File: config.mk
export PLATFORM = sky130hd
export DESIGN_NAME = add_sched
export DESIGN_NICKNAME = d
export VERILOG_FILES = /design/src/rtl/add_sched.sv
export SDC_FILE = /design/constraint.sdc
export NUM_CORES = 1
export LEC_CHECK = 0
export ABC_AREA = 0
export CAP_MARGIN = 10
export CORE_ASPECT_RATIO = 0.8
export CORE_MARGIN = 2
export CORE_UTILIZATION = 35
export CTS_CLUSTER_DIAMETER = 80
export DETAILED_ROUTE_END_ITERATION = 12
export GPL_ROUTABILITY_DRIVEN = 0
export SYNTH_ARGS = -nofsm -noshare
export SYNTH_HDL_FRONTEND = slang
export SYNTH_SLANG_ARGS = --single-unit
export TNS_END_PERCENT = 50
File: constraint.sdc
create_clock -name clk -period 2.8 [get_ports clk]
set_input_delay 0.56 -clock clk [delete_from_list [all_inputs] [get_ports clk]]
set_output_delay 0.56 -clock clk [all_outputs]
set_load 0.01 [all_outputs]
File: src/rtl/add_sched.sv
// Two-requester add/subtract scheduler: one 4-bit ripple adder is time-shared
// nibble by nibble (LSB first), with round-robin grant of the two requesters.

module add4_ripple (
  input  logic [3:0] a_i,
  input  logic [3:0] b_i,
  input  logic       c_i,
  output logic [3:0] s_o,
  output logic       c_o
);
  logic c1, c2, c3;

  assign s_o[0] = a_i[0] ^ b_i[0] ^ c_i;
  assign c1     = (a_i[0] & b_i[0]) | (c_i & (a_i[0] ^ b_i[0]));
  assign s_o[1] = a_i[1] ^ b_i[1] ^ c1;
  assign c2     = (a_i[1] & b_i[1]) | (c1 & (a_i[1] ^ b_i[1]));
  assign s_o[2] = a_i[2] ^ b_i[2] ^ c2;
  assign c3     = (a_i[2] & b_i[2]) | (c2 & (a_i[2] ^ b_i[2]));
  assign s_o[3] = a_i[3] ^ b_i[3] ^ c3;
  assign c_o    = (a_i[3] & b_i[3]) | (c3 & (a_i[3] ^ b_i[3]));
endmodule

// state | meaning
// IDLE  | waiting for a request; grant (ack) is combinational here
// RUN   | one operand nibble per cycle through the shared adder
// DONE  | result strobe (res_valid) for one cycle
module add_sched #(
  parameter int NIB = 4
) (
  input  logic               clk,
  input  logic               rst_n,
  input  logic               req0,
  input  logic [4*NIB-1:0]   a0,
  input  logic [4*NIB-1:0]   b0,
  input  logic               sub0,
  output logic               ack0,
  input  logic               req1,
  input  logic [4*NIB-1:0]   a1,
  input  logic [4*NIB-1:0]   b1,
  input  logic               sub1,
  output logic               ack1,
  output logic               busy,
  output logic               res_valid,
  output logic               res_id,
  output logic [4*NIB-1:0]   res,
  output logic               res_cout,
  output logic               res_ovf
);
  localparam int W  = 4 * NIB;
  localparam int IW = (NIB > 1) ? $clog2(NIB) : 1;

  typedef enum logic [1:0] {IDLE, RUN, DONE} state_t;

  state_t          state_q, state_d;
  logic [W-1:0]    a_q, a_d, b_q, b_d;
  logic [W-1:0]    acc_q, acc_d;
  logic [W-1:0]    res_q, res_d;
  logic [IW-1:0]   idx_q, idx_d;
  logic            carry_q, carry_d;
  logic            owner_q, owner_d;
  logic            prio_q, prio_d;
  logic            a_msb_q, a_msb_d, b_msb_q, b_msb_d;
  logic            cout_q, cout_d, ovf_q, ovf_d, id_q, id_d;

  logic [3:0]      sum;
  logic            sum_co;
  logic            grant0, grant1, sel_sub;
  logic [W-1:0]    sel_b;

  // operands shift right each RUN cycle, so the live nibble is always [3:0]
  add4_ripple u_add (
    .a_i (a_q[3:0]),
    .b_i (b_q[3:0]),
    .c_i (carry_q),
    .s_o (sum),
    .c_o (sum_co)
  );

  // prio_q=1 means requester 1 wins a tie
  assign grant0 = req0 & (~req1 | ~prio_q);
  assign grant1 = req1 & (~req0 |  prio_q);

  always_comb begin
    state_d = state_q;
    a_d     = a_q;
    b_d     = b_q;
    acc_d   = acc_q;
    res_d   = res_q;
    idx_d   = idx_q;
    carry_d = carry_q;
    owner_d = owner_q;
    prio_d  = prio_q;
    a_msb_d = a_msb_q;
    b_msb_d = b_msb_q;
    cout_d  = cout_q;
    ovf_d   = ovf_q;
    id_d    = id_q;
    ack0    = 1'b0;
    ack1    = 1'b0;
    sel_sub = grant1 ? sub1 : sub0;
    sel_b   = grant1 ? b1 : b0;
    case (state_q)
      IDLE: begin
        if (req0 | req1) begin
          ack0    = grant0;
          ack1    = grant1;
          a_d     = grant1 ? a1 : a0;
          b_d     = sel_sub ? ~sel_b : sel_b;
          carry_d = sel_sub;
          idx_d   = '0;
          acc_d   = '0;
          owner_d = grant1;
          prio_d  = ~grant1;
          a_msb_d = a_d[W-1];
          b_msb_d = b_d[W-1];
          state_d = RUN;
        end
      end
      RUN: begin
        a_d     = a_q >> 4;
        b_d     = b_q >> 4;
        acc_d   = (acc_q >> 4) | (W'(sum) << (W - 4));
        carry_d = sum_co;
        idx_d   = idx_q + 1'b1;
        if (idx_q == IW'(NIB - 1)) begin
          idx_d   = '0;
          res_d   = acc_d;
          cout_d  = sum_co;
          ovf_d   = (a_msb_q == b_msb_q) & (acc_d[W-1] != a_msb_q);
          id_d    = owner_q;
          state_d = DONE;
        end
      end
      DONE: state_d = IDLE;
      default: state_d = IDLE;
    endcase
  end

  always_ff @(posedge clk or negedge rst_n) begin
    if (!rst_n) begin
      state_q <= IDLE;
      a_q     <= '0;
      b_q     <= '0;
      acc_q   <= '0;
      res_q   <= '0;
      idx_q   <= '0;
      carry_q <= 1'b0;
      owner_q <= 1'b0;
      prio_q  <= 1'b0;
      a_msb_q <= 1'b0;
      b_msb_q <= 1'b0;
      cout_q  <= 1'b0;
      ovf_q   <= 1'b0;
      id_q    <= 1'b0;
    end else begin
      state_q <= state_d;
      a_q     <= a_d;
      b_q     <= b_d;
      acc_q   <= acc_d;
      res_q   <= res_d;
      idx_q   <= idx_d;
      carry_q <= carry_d;
      owner_q <= owner_d;
      prio_q  <= prio_d;
      a_msb_q <= a_msb_d;
      b_msb_q <= b_msb_d;
      cout_q  <= cout_d;
      ovf_q   <= ovf_d;
      id_q    <= id_d;
    end
  end

  assign busy      = (state_q != IDLE);
  assign res_valid = (state_q == DONE);
  assign res       = res_q;
  assign res_cout  = cout_q;
  assign res_ovf   = ovf_q;
  assign res_id    = id_q;
endmodule

==> metrics.md, run 1 <==
| Metric | Value |
|---|---|
| Final design utilization | 48.4% |
| Vias per cell | 4.82 |
| Reg2Reg Depth | 9 |
| Area contributors post-synth | dfrtp_1, mux2_2, a22oi_1, mux2i_1, o21ai_1 |
| Pin count of the biggest net entering global routing | 73 |
| Crit path launch | req0 |
| Via count | 2,765 |
| VDD IR max | 0.358 mV |
| Final instance area | 0.00491 mm2 |
| Remaining antenna violation count | 0 |
| Maxcap violations | 0 |
| Synth Cell Area | 0.00361 mm2 |
| Net count after synthesis | 417 |
| Inserted Clock Buffers | 9 |
| Clk_lat worst skew | 0.33 ns |
| CTS clk-pin slew, worst paths | 0.05 ns |
| Final cycle utilization of the critical path | 90.7% |
| Area grow syn2layout | 36.1% |
| Max Slew Vio Count | 0 |
| Final setup fails | 0 |
| H-tree depth | 3 |
| IO buf count | 92 |
| Global-route wire length before repair | 13,600 um |
| Initial Utilization | 35.5% |
| 1st-iter DRT viols | 121 |
| Total power | 4800 uW |
| Yosys Warn Count | 0 |
| # IOs | 93 |
| Die Wd | 118 um |
| Gr usage total | 15.5% |
| Final HPWL DP | 5910 um |
| Slew Limit Headroom | 35.0% |
| Clock Sinks | 72 |
| Max Clk Rate | 394 MHz |
| CP arrival | 1.98 ns |
| Antenna violations before repair | 1 |
| Fin crit period | 2.54 ns |
| ANT cells | 0 |
| Static leakage | 0.00215 uW |
| Clock skew | 0.00630 ns |
| CTS Buffer Depth | 2 |
| Final hold slack | 0.350 ns |
| Final hold vios | 0 |
| TritonCTS clock tree | done |
| Post-synthesis cell count | 342 |
| Gr ovfl total | 0 |
| Die height | 94.8 um |
| Routed WL | 8070 um |
| DRC Markers | 0 |
| PwrDens | 977 mW/mm2 |
| Critical Path Fanout Max | 2 |
| Die area | 0.0111 mm2 |
| Avg Cell Area, Syn | 10.6 um2 |
| First-pass iteration count of the detailed router | 4 |
| R2R Path Start | a_q[0]$_DFFE_PN0P_ |
| Class of the tightest hold or removal check | in2async |
| Post-CTS Resized | 0 |
| Crit. End Element | output port |
| Routed len/inst | 14.1 um |
| Critical path type | in2out |
| Synth top area share | 49.9% |
| Fraction of layout cells with a size suffix above 1 | 11.1% |
| Startpoint types | input port |
| Synth area leader | dfrtp_1 |
| Worst slew pin tran | 0.975 ns |
| Distinct cells, synth | 32 |
| Worst r2r dst | res_ovf$_DFFE_PN0P_ |
| Postcts setup bufs | 0 |
| Post-synthesis register bit count | 72 |
| # rows | 33 |
| Core area | 0.0102 mm2 |
| Cts hold-fix bufs | 0 |
| FF-to-FF setup slack | 0.33 ns |
| Unrepaired setup endpoints after global routing | false |
| Setup TNS | 0 ns |
| Sequential area share after synthesis | 49.9% |
| Req. time, crit path | 2.24 ns |
| NumNets Final | 504 |
| Via count of the first global-routing pass | 2,764 |
| Placed cell areas | 0.00464 mm2 |
| Root Buffer | clkbuf_16 |
| Status | completed |
==> logic make-up after synthesis <==
kind of cell	share of synthesized area, %
buffers and inverters	5.37
and+or+nand+nor	9.53
DFF	49.9
xor gates and xnor gates	7.76
AOI/OAI and AO/OA	14.8
adders and majority gates	2.57
muxes	10.0
==> layout make-up <==
type	count	area [um2]
Sequential cell	72	1800
Clock buffer	12	246
Tap cell	140	175
Fill cell	1000	5250
Timing Repair Buffer	103	1000
Inverter	8	30.0
Clock inverter	4	30.0
Multi-Input combinational cell	235	1630
==> report_power, final <==
group          total, uW  switching (uW)  internal [uW]
sequential          1800             297           1510
clock               1030             409            625
combinational       1960            1020            947
==> registers in the layout, indices dropped and copies added (netlist names) <==
name      count
prio_q        1
owner_q       1
res_ovf       1
b_msb_q       1
state_q       2
a_q          16
res_id        1
b_q          16
res          16
idx_q         2
res_cout      1
acc_q        12
a_msb_q       1
carry_q       1
==> layout by cell type, fill, tap and decap left out, types with 12 or more instances in the layout <==
master	synthesis	layout
mux2i_1	17	17
nand3_1	20	20
mux2_2	17	17
xnor2_1	16	16
a22oi_1	25	25
nor3_1	17	17
dfrtp_1	72	72
buf_4	1	12
nand2_1	30	30
clkdlybuf4s50_1	0	91
o21ai_1	29	28
xor2_1	16	16
a21oi_1	17	17
==> how the worst max path moves through the flow <==
stage / endpoint / cells past startpoint / slack (ns)
2_1_floorplan: res_ovf$_DFFE_PN0P_ / 9 / 0.55
3_3_place_gp: ack0 / 4 / 0.21
3_5_place_dp: b_q[2]$_DFFE_PN0P_ / 6 / 0.21
4_1_cts: ack0 / 4 / 0.26
5_1_grt: ack0 / 4 / 0.21
6_report: ack0 / 4 / 0.26
==> Yosys cell counts <==
cell type / count
dfrtp_1: 72
ha_1: 1
nand2b_1: 1
or2_1: 1
a211oi_1: 1
clkbuf_2: 1
a211oi_2: 1
fa_1: 4
o21ai_1: 29
nand2_1: 30
clkbuf_4: 1
xor2_1: 16
mux2i_1: 17
nor2b_1: 3
clkbuf_1: 6
a21oi_1: 17
buf_2: 13
o21ai_0: 9
mux2_2: 17
inv_1: 7
a22oi_1: 25
a21o_1: 3
a31oi_1: 1
xnor2_1: 16
nor2_1: 4
o21ai_4: 1
nand3_1: 20
buf_4: 1
buf_6: 5
inv_2: 1
o31ai_1: 1
nor3_1: 17
==> layer usage <==
layer / vias up / part of all wire, % / track usage [%]
li1: 1380 / - / -
met1: 1294 / 51 / 21.7
met2: 78 / 43 / 24.1
met3: 11 / 5.0 / 4.41
met4: 2 / 1.0 / 3.92
met5: - / 0.12 / 0
==> critical path: stages <==
cell and delay (ns):
clkdlybuf4s50_1 0.49, inv_2 0.06, a211oi_1 0.25, clkdlybuf4s50_1 0.62
==> metrics by stage <==
stage,setup WS (ns),instances
5_1_grt,0.209,574
3_5_place_dp,0.211,558
2_1_floorplan,0.555,342
4_1_cts,0.262,574
3_3_place_gp,0.210,558
6_report,0.261,574
(Power assumes the default switching activity.)
==> run 2, diff against run 1 <==
--- a/config.mk
+++ b/config.mk
@@ -13,6 +13,7 @@
 export CTS_CLUSTER_DIAMETER = 80
 export DETAILED_ROUTE_END_ITERATION = 12
 export GPL_ROUTABILITY_DRIVEN = 0
+export RECOVER_POWER = 25
 export SYNTH_ARGS = -nofsm -noshare
 export SYNTH_HDL_FRONTEND = slang
 export SYNTH_SLANG_ARGS = --single-unit
==> constraint.sdc (replaced) <==
create_clock -name clk -period 2.45 [get_ports clk]
set_input_delay 0.49 -clock clk [delete_from_list [all_inputs] [get_ports clk]]
set_output_delay 0.49 -clock clk [all_outputs]
set_load 0.01 [all_outputs]
==> run 2 against run 1 <==
  * The flow now finishes with violations (capacitance limit, slew limit)
  * Sequential power is 16% higher
  * Global-route usage is 0.32 points higher
  * Sequential cell count stayed put
  * Wire length is 4.1% higher
  * Combinational power is 17% higher
  * Cell area is 2.9% higher
  * Largest cell class unchanged
  * Largest power group unchanged
==> metrics.md, run 2 (synthesis gave the netlist of run 1 again) <==
| Metric | Value |
|---|---|
| Critical Path Fanout Max | 3 |
| Most common cell after layout, fill and taps aside | clkdlybuf4s50_1 |
| Pre-CTS WS | -0.00143 ns |
| Die height | 94.8 um |
| R2R Path Start | carry_q$_DFFE_PN0P_ |
| Initial Utilization | 35.5% |
| IO buf count | 92 |
| DRC Markers | 0 |
| Max Slew Vio Count | 73 |
| Die area | 0.0111 mm2 |
| Largest stage delay, worst path | 0.58 ns |
| Critical path type | in2out |
| Slowest stage cell, crit path | clkdlybuf4s50_1 |
| Max Clk Rate | 420 MHz |
| NumNets Final | 509 |
| Fin crit period | 2.38 ns |
| Root Buffer | clkbuf_16 |
| Remaining antenna violation count | 0 |
| Dpl cells | 561 |
| Clock share of power | 25.9% |
| Class of the tightest hold or removal check | reg2reg |
| Final setup fails | 0 |
| Psw | 2000 uW |
| Crit. End Element | output port |
| CTS clk-pin slew, worst paths | 0.06 ns |
| Cells along the critical path | clkdlybuf4s50_1 -> o21ai_4 -> nor2_1 -> clkdlybuf4s50_1 |
| Static leakage | 0.00222 uW |
| Routed len/inst | 14.5 um |
| Total power | 5900 uW |
| Failing checks | capacitance limit, slew limit |
| Routed WL | 8400 um |
| First-pass iteration count of the detailed router | 4 |
| TritonCTS clock tree | done |
| Final hold vios | 0 |
| VDD IR max | 0.444 mV |
| Via count | 2,806 |
| Startpoint types | input port |
| Final HPWL DP | 6110 um |
| Internal | 3910 uW |
| Gr ovfl total | 0 |
| Via count of the first global-routing pass | 2,811 |
| Pin count of the biggest net entering global routing | 73 |
| Critical path depth | 4 |
| Setup TNS | 0 ns |
| Comb power frac | 38.8% |
| Antenna violations before repair | 0 |
| Worst path most repeated cell | clkdlybuf4s50_1 |
| Maxcap violations | 1 |
| Die Wd | 118 um |
| Worst slew pin tran | 1.75 ns |
| Clock Sinks | 72 |
| Final cell count without fillers | 580 |
| Inserted Clock Buffers | 9 |
| CP arrival | 1.89 ns |
| # IOs | 93 |
| CTS Buffer Depth | 2 |
| PwrDens | 1170 mW/mm2 |
| Req. time, crit path | 1.96 ns |
| # rows | 33 |
| Core area | 0.0102 mm2 |
| H-tree depth | 3 |
| Final design utilization | 49.8% |
| Slew Limit Headroom | -16.7% |
| Switching share of power | 33.9% |
| Vias per cell | 4.84 |
| Bufs and invs on worst path | 2 |
| Reg2Reg Depth | 9 |
| Status | finished, violations left |
| Fraction of layout cells with a size suffix above 1 | 14.6% |
| Seq pwr share | 35.3% |
| Clk_lat worst skew | 0.33 ns |
| Global-route wire length before repair | 13,800 um |
| Clock skew | 0.00485 ns |
| Final WS setup | 0.0709 ns |
| Crit path max-delay family | buffers and inverters |
| Final cycle utilization of the critical path | 97.1% |
| Crit path launch | req1 |
| 1st-iter DRT viols | 120 |
| Gr usage total | 15.9% |
| Most frequent cells in the layout | clkdlybuf4s50_1, dfrtp_1, nand2_1 |
| Area grow syn2layout | 40.0% |
| Min-Delay Path Depth | 2 |
| Min-Delay Startpoint | res[12]$_DFFE_PN0P_ |
-- run 2: final timing paths --
| check | endpoint | slack (ns) |
|---|---|---|
| min in group asynchronous | res_id$_DFFE_PN0P_ | 0.62 |
| worst min register to register | res[12]$_DFFE_PN0P_ | 0.48 |
| worst max-delay path | ack1 | 0.07 |
| max in group asynchronous | state_q[1]$_DFFE_PN0P_ | 0.66 |
| worst max register to register | res_ovf$_DFFE_PN0P_ | 0.08 |
| worst min-delay path | res[12]$_DFFE_PN0P_ | 0.48 |
-- run 2: through the flow --
| step | hold slack, ns | instance area, um2 |
|---|---|---|
| after floorplan | 0.194 | 3610 |
| after CTS | 0.318 | 5030 |
| after global placement | 0.462 | 4670 |
| after global routing | 0.508 | 5050 |
| after detailed placement | 0.473 | 4670 |
| final | 0.480 | 5050 |
-- run 2: metal layers --
layer  part of all wire, %  wire [um]  GRT usage [%]
met4                  0.74         62           4.22
met5                     0          0              0
met3                   6.0        501           5.13
met1                    49       4100           20.8
met2                    45       3740           25.5
-- run 2: timing repair --
action / 4_1_cts / 5_1_grt
setup endpoints to repair: 1 / 2
setup buffers: 0 / 2
pin swaps: 0 / 2
gates resized for setup: 2 / 8
hold buffers: 0 / 0
-- run 2: power groups by stage --
| stage | clock network (uW) | logic, uW | registers [uW] |
|---|---|---|---|
| floorplan | 0 | 1410 | 2050 |
| global placement | 0 | 2220 | 2080 |
| detailed placement | 0 | 2270 | 2100 |
| CTS | 1550 | 2280 | 2090 |
| global route | 1600 | 2540 | 2150 |
| finish | 1530 | 2290 | 2090 |
-- run 2: layout make-up --
type                            count  area (um2)
Fill cell                         965        5100
Sequential cell                    72        1800
Antenna cell                        1        2.50
Timing Repair Buffer              108        1050
Clock inverter                      5         103
Inverter                            8        30.0
Tap cell                          140         175
Multi-Input combinational cell    235        1640
Clock buffer                       11         253
-- run 2: worst min-delay path: stages (launching register included) --
cell and delay [ns]:
dfrtp_1 0.34, nand2_1 0.05, o21ai_0 0.06
==> RTL edit 1, RTL diff (config.mk and constraints of run 2) <==
Take the reset off `a_q`, `b_q` and `res_q` and load them in a clocked block of their own.
--- a/src/rtl/add_sched.sv
+++ b/src/rtl/add_sched.sv
@@ -139,10 +139,7 @@
   always_ff @(posedge clk or negedge rst_n) begin
     if (!rst_n) begin
       state_q <= IDLE;
-      a_q     <= '0;
-      b_q     <= '0;
       acc_q   <= '0;
-      res_q   <= '0;
       idx_q   <= '0;
       carry_q <= 1'b0;
       owner_q <= 1'b0;
@@ -154,10 +151,7 @@
       id_q    <= 1'b0;
     end else begin
       state_q <= state_d;
-      a_q     <= a_d;
-      b_q     <= b_d;
       acc_q   <= acc_d;
-      res_q   <= res_d;
       idx_q   <= idx_d;
       carry_q <= carry_d;
       owner_q <= owner_d;
@@ -170,6 +164,12 @@
     end
   end
 
+  always_ff @(posedge clk) begin
+    a_q   <= a_d;
+    b_q   <= b_d;
+    res_q <= res_d;
+  end
+
   assign busy      = (state_q != IDLE);
   assign res_valid = (state_q == DONE);
   assign res       = res_q;
Behaviour: differs if rst_n is asserted again (counterexample within 10 cycles, from zero or initial values and one cycle with rst_n low); with rst_n held inactive, the same outputs for 10 cycles.
==> RTL edit 1 against run 2 <==
  * Critical path type is now reg -> reg
  * Sequential cell count unchanged
  * Global-route usage is 0.69 points lower
  * Via count is 1.0% lower
  * First-iteration DRC count up 50%
  * The run ends with negative setup slack left
  * Power grew 4.8%
  * Sequential share of layout area rose by 4.0 points
  * Highest routed layer unchanged
  * Worst setup slack worse by 0.12 ns
  * Non-clock buffer count shrank 2
  * Wire length grew 1.0%
  * Area after synthesis grew 5.4%
  * Design area increased by 1.8%
==> RTL edit 1: results (changes against run 2) <==
Synthesis
  – Synth area leaders: edfxtp_1 38%, dfrtp_1 16%, xor2_1 6.7%
  – Most used DFF post-synth: edfxtp_1
  – Most instantiated cells after synthesis: 48 x edfxtp_1, 39 x nand2_1, 29 x xor2_1
  – Synthesized net count: 415 (-0.48%)
  – Distinct cells, synth: 41 (+28%)
  – Sequential area share after synthesis: 53.7% (+3.8 points)
  – Async SR Flop Fraction: 33.3% (-67 points)
  – Post-synth EDFFs: 48 (+48)
  – Synth Instances: 340 (-0.58%)

GRT
  – Met1 Use GR: 21.6% (+0.72 points)
  – M2 GR Usage: 23.6% (-1.9 points)
  – Vias in the first global route: 2,748 (-2.2%)
  – Initial antenna violation count: 0 (unchanged)
  – Maximum number of pins on one net before global-route repair: 47 (-36%)
  – M3 GR Usage: 3.58% (-1.6 points)
  – First-pass GRT wire length: 14,000 µm (+1.6%)
  – Gr usage total: 15.2% (-0.69 points)

Setup path
  – Worst EP arrival: 2.75 ns (+0.86 ns)
  – Slowest CP cell: fa_1
  – RR Startpoint: a_q[0]
  – CP peak stage delay: 0.51 ns (-0.07 ns)
  – CP top delay family: adder cells
  – Crit Path Max Fanout: 2 (-1)
  – Worst reg-to-reg path cell count: 8 (-1)

Timing
  – Slew @ Worst Pin: 1.30 ns (-0.454 ns)
  – Final setup TNS: -0.0467 ns (-0.0467 ns)
  – Final Skew: 0.00422 ns (-0.000628 ns)
  – Final WS setup: -0.0467 ns (-0.118 ns)
  – Setup violations, final: 1 (+1)

Clock tree
  – Reg clk slew, reported paths: 0.06 ns (about the same)
  – Root buffer cell: clkbuf_16

Worst hold path
  – HP Start: acc_q[6]
  – Hold EP: res[2]
  – WHS Path Cells: 0 (-2)

Place
  – Placed cells: 561 (unchanged)
  – Dpl hpwl: 6060 µm (-0.85%)

Status
  – Failing checks: negative setup slack
  – Outcome: complete, but fails checks

Power and ir drop
  – Leak: 1.98 nW (-11%)
  – Worst vdd ir: 0.478 mV (+7.8%)
  – Sw power: 0.00212 W (+5.8%)

Floorplanning
  – Area of the core: 10,700 µm² (+5.5%)

Cells and area
  – # nets final: 503 (-1.2%)
  – Fillcell total: 1,007 (+4.4%)
  – Share of cells above drive strength 1: 13.9% (-0.72 points)
  – # diodes: 0 (-1)

Route
  – Vias/cell: 4.81 (-0.48%)
  – Detailed Route WL: 8490 µm (+1.0%)
  – Drt wl/cell: 14.7 µm (+1.6%)
  – Drt initial violations: 180 (+50%)
  – First-pass DRT Iterations: 4 (unchanged)
[RTL edit 1: cell count changes after synthesis, sizes merged, moves of 13 or more]
cell,delta
mux2i,-17
nor2,+14
a22oi,-25
dfrtp,-48
xnor2,-13
a31oi,+14
mux2,-15
edfxtp,+48
o31ai,+13
xor2,+13
[RTL edit 1: power by group through the flow]
stage	sequential (W)	clock (W)	combinational, W
floorplan	0.00230	0	0.00176
global placement	0.00233	0	0.00244
detailed placement	0.00234	0	0.00251
CTS	0.00233	0.00145	0.00251
global route	0.00238	0.00149	0.00275
finish	0.00231	0.00142	0.00245
[RTL edit 1: how the worst max path moves through the flow]
stage,from,endpoint,cells past startpoint
after floorplan,a_q[0],res_ovf,8
after CTS,a_q[0],res_ovf,8
final,a_q[0],res_ovf,8
after global routing,a_q[0],res_ovf,8
after detailed placement,carry_q,res_ovf,8
after global placement,a_q[0],res_ovf,8
[RTL edit 1: what timing repair did]
action | 4_1_cts | 5_1_grt
setup buffers | 0 | 0
setup endpoints to repair | 1 | 2
resized for setup | 1 | 0
pin swaps | 4 | 0
hold endpoints to repair | 0 | 0
hold buffers | 0 | 0
[RTL edit 1: logic make-up after synthesis]
family	Yosys count	share of synthesized area [%]
AOI/OAI and AO/OA	92	16.2
xor gates and xnor gates	32	7.37
adders and majority gates	5	2.43
buffers and inverters	38	7.04
DFF	72	53.7
muxes	2	0.790
and+or+nand+nor	99	12.5
[RTL edit 1: stage by stage]
step / power (W) / worst slack, ns / hold WS, ns / cell area, µm²
after floorplan: 0.00407 / -0.0314 / 0.194 / 3810
after global placement: 0.00477 / -0.0346 / 0.439 / 4830
after detailed placement: 0.00485 / -0.127 / 0.439 / 4830
after CTS: 0.00628 / -0.0710 / 0.453 / 5160
after global routing: 0.00662 / -0.130 / 0.464 / 5140
final: 0.00619 / -0.0467 / 0.448 / 5140
[RTL edit 1: cell type report]
class,count,share of cell area [%]
clock buffer,9,4.38
clock inverter,7,1.99
inverter,9,0.657
multi-input combinational,230,29.2
sequential,72,39.7
tap,144,3.50
timing repair buffer,106,20.6
[RTL edit 1: layer usage]
layer	part of all wire [%]	up-vias
li1	-	1389
met1	48	1301
met2	46	81
met3	4.9	7
met4	0.84	0
met5	0	-
==> RTL edit 2, RTL diff (settings of run 2) <==
Made on the original files. Set the parameter `NIB` to 8 (it was 4).
--- a/src/rtl/add_sched.sv
+++ b/src/rtl/add_sched.sv
@@ -25,7 +25,7 @@
 // RUN   | one operand nibble per cycle through the shared adder
 // DONE  | result strobe (res_valid) for one cycle
 module add_sched #(
-  parameter int NIB = 4
+  parameter int NIB = 8
 ) (
   input  logic               clk,
   input  logic               rst_n,
Ports: changed (5 resized); port bits go from 93 to 173. The function was not compared with the original's and may differ.
==> RTL edit 2 against run 2 <==
  * Critical path depth is 5 higher
  * Hold slack worse by 0.14 ns
  * Area after synthesis is 88% higher
  * Power is 79% higher
  * First-iteration DRC count is 140% higher
  * Wire length is 99% higher
  * Worst setup slack better by 0.051 ns
  * Clock power is 74% higher
  * Core utilization is 0.16 points lower
  * Via count is 83% higher
  * Synthesized cell count is 80% higher
  * Non-clock buffer count is 84 higher
  * Sequential cell count is 65 higher
  * Design area is 87% higher
  * Critical endpoint is now res_ovf
  * Largest power group is now sequential cells
==> RTL edit 2: results (changes against run 2) <==
Cells and area
  – Share of cells above drive strength 1: 10.1% (-4.5 points)
  – Final non-clock buffer share: 20.5% (-0.23 points)
  – CLK BUF: 21 (+10)
  – Non-Filler Instances: 1,044 (+80%)
  – Inverters: 7 (-1)
  – Clock-cell share: 6.59% (-0.44 points)
  – # nets final: 914 (+80%)
  – # diodes: 0 (-1)
  – Comb_multi_in: 419 (+78%)
  – Area of the multi-input gates: 3110 µm² (+89%)

Setup path
  – Crit path kind: reg -> reg
  – Crit Path Max Fanout: 4 (+1)
  – Flop2flop setup slack: 0.12 ns (+0.04 ns)
  – RR Startpoint: a_q[0]

Power and ir drop
  – PwrDens: 1120 nW/µm² (-4.2%)
  – Leak: 4.20 nW (+89%)
  – Worst vdd ir: 0.499 mV (+12%)

Timing
  – Period utilization: 95.0% (-2.1 points)
  – Final Skew: 0.00846 ns (+0.00361 ns)
  – Slew HR: 13.9% (+31 points)

GRT
  – Gr usage total: 17.0% (+1.2 points)
  – M2 GR Usage: 27.8% (+2.2 points)
  – Vias in the first global route: 5,457 (+94%)
  – Maximum number of pins on one net before global-route repair: 87 (+19%)

Synthesis
  – Synth area leaders: dfrtp_1 50%, mux2i_1 9.4%, xor2_1 8.2%
  – Post-synthesis mux area share: 15.7% (+5.7 points)
  – Synth Instances: 616 (+80%)
  – Sequential area share after synthesis: 50.4% (+0.47 points)
  – Most instantiated cells after synthesis: 137 x dfrtp_1, 81 x o21ai_1, 66 x nand2_1
  – Area share of fa/ha/maj cells after synthesis: 1.54% (-1.0 points)
  – Distinct cells, synth: 31 (-3.1%)

Route
  – Via count: 5,129 (+83%)
  – Met3 wire length: 692 µm (+38%)
  – Detailed Route WL: 16,700 µm (+99%)
  – Met2 WL post-DR: 7930 µm (+110%)
  – WL met1: 7970 µm (+94%)
  – Drt initial violations: 291 (+140%)

Place
  – Placed cell areas: 8830 µm² (+89%)
  – Place WS: 0.0970 ns (+0.0984 ns)
  – Buffers on Ports: 172 (+87%)

Status
  – Outcome: completed

Worst hold path
  – Worst hold path type: in -> async

Clock tree
  – H-tree levels: 4 (+1)
RTL edit 2: changes by cell type in the layout (fill, tap and decap cells not counted), moves of 35 or more:
cell / before / now
clkdlybuf4s50_1: 90 / 168
dfrtp_1: 71 / 137
xor2_1: 16 / 64
nand2_1: 30 / 65
mux2i_1: 17 / 64
o21ai_1: 29 / 79
RTL edit 2: through the flow:
stage	total power (W)	hold WS, ns
floorplan	0.00626	0.194
global placement	0.00782	0.465
detailed placement	0.00800	0.469
CTS	0.0107	0.0258
global route	0.0113	0.463
finish	0.0106	0.337
RTL edit 2: worst max-delay path, stage by stage, from the launching register on:
cell,delay (ns)
dfrtp_1,0.38
inv_1,0.08
fa_1,0.17
inv_1,0.05
fa_1,0.38
fa_2,0.35
fa_1,0.55
nor2_1,0.07
a21oi_1,0.13
o21ai_1,0.07
RTL edit 2: where the power goes:
part	leakage, nW	internal (W)	switching [W]
sequential	1.73	0.00327	0.000688
combinational	2.16	0.00200	0.00194
clock	0.302	0.00171	0.000952
total	4.20	0.00698	0.00358
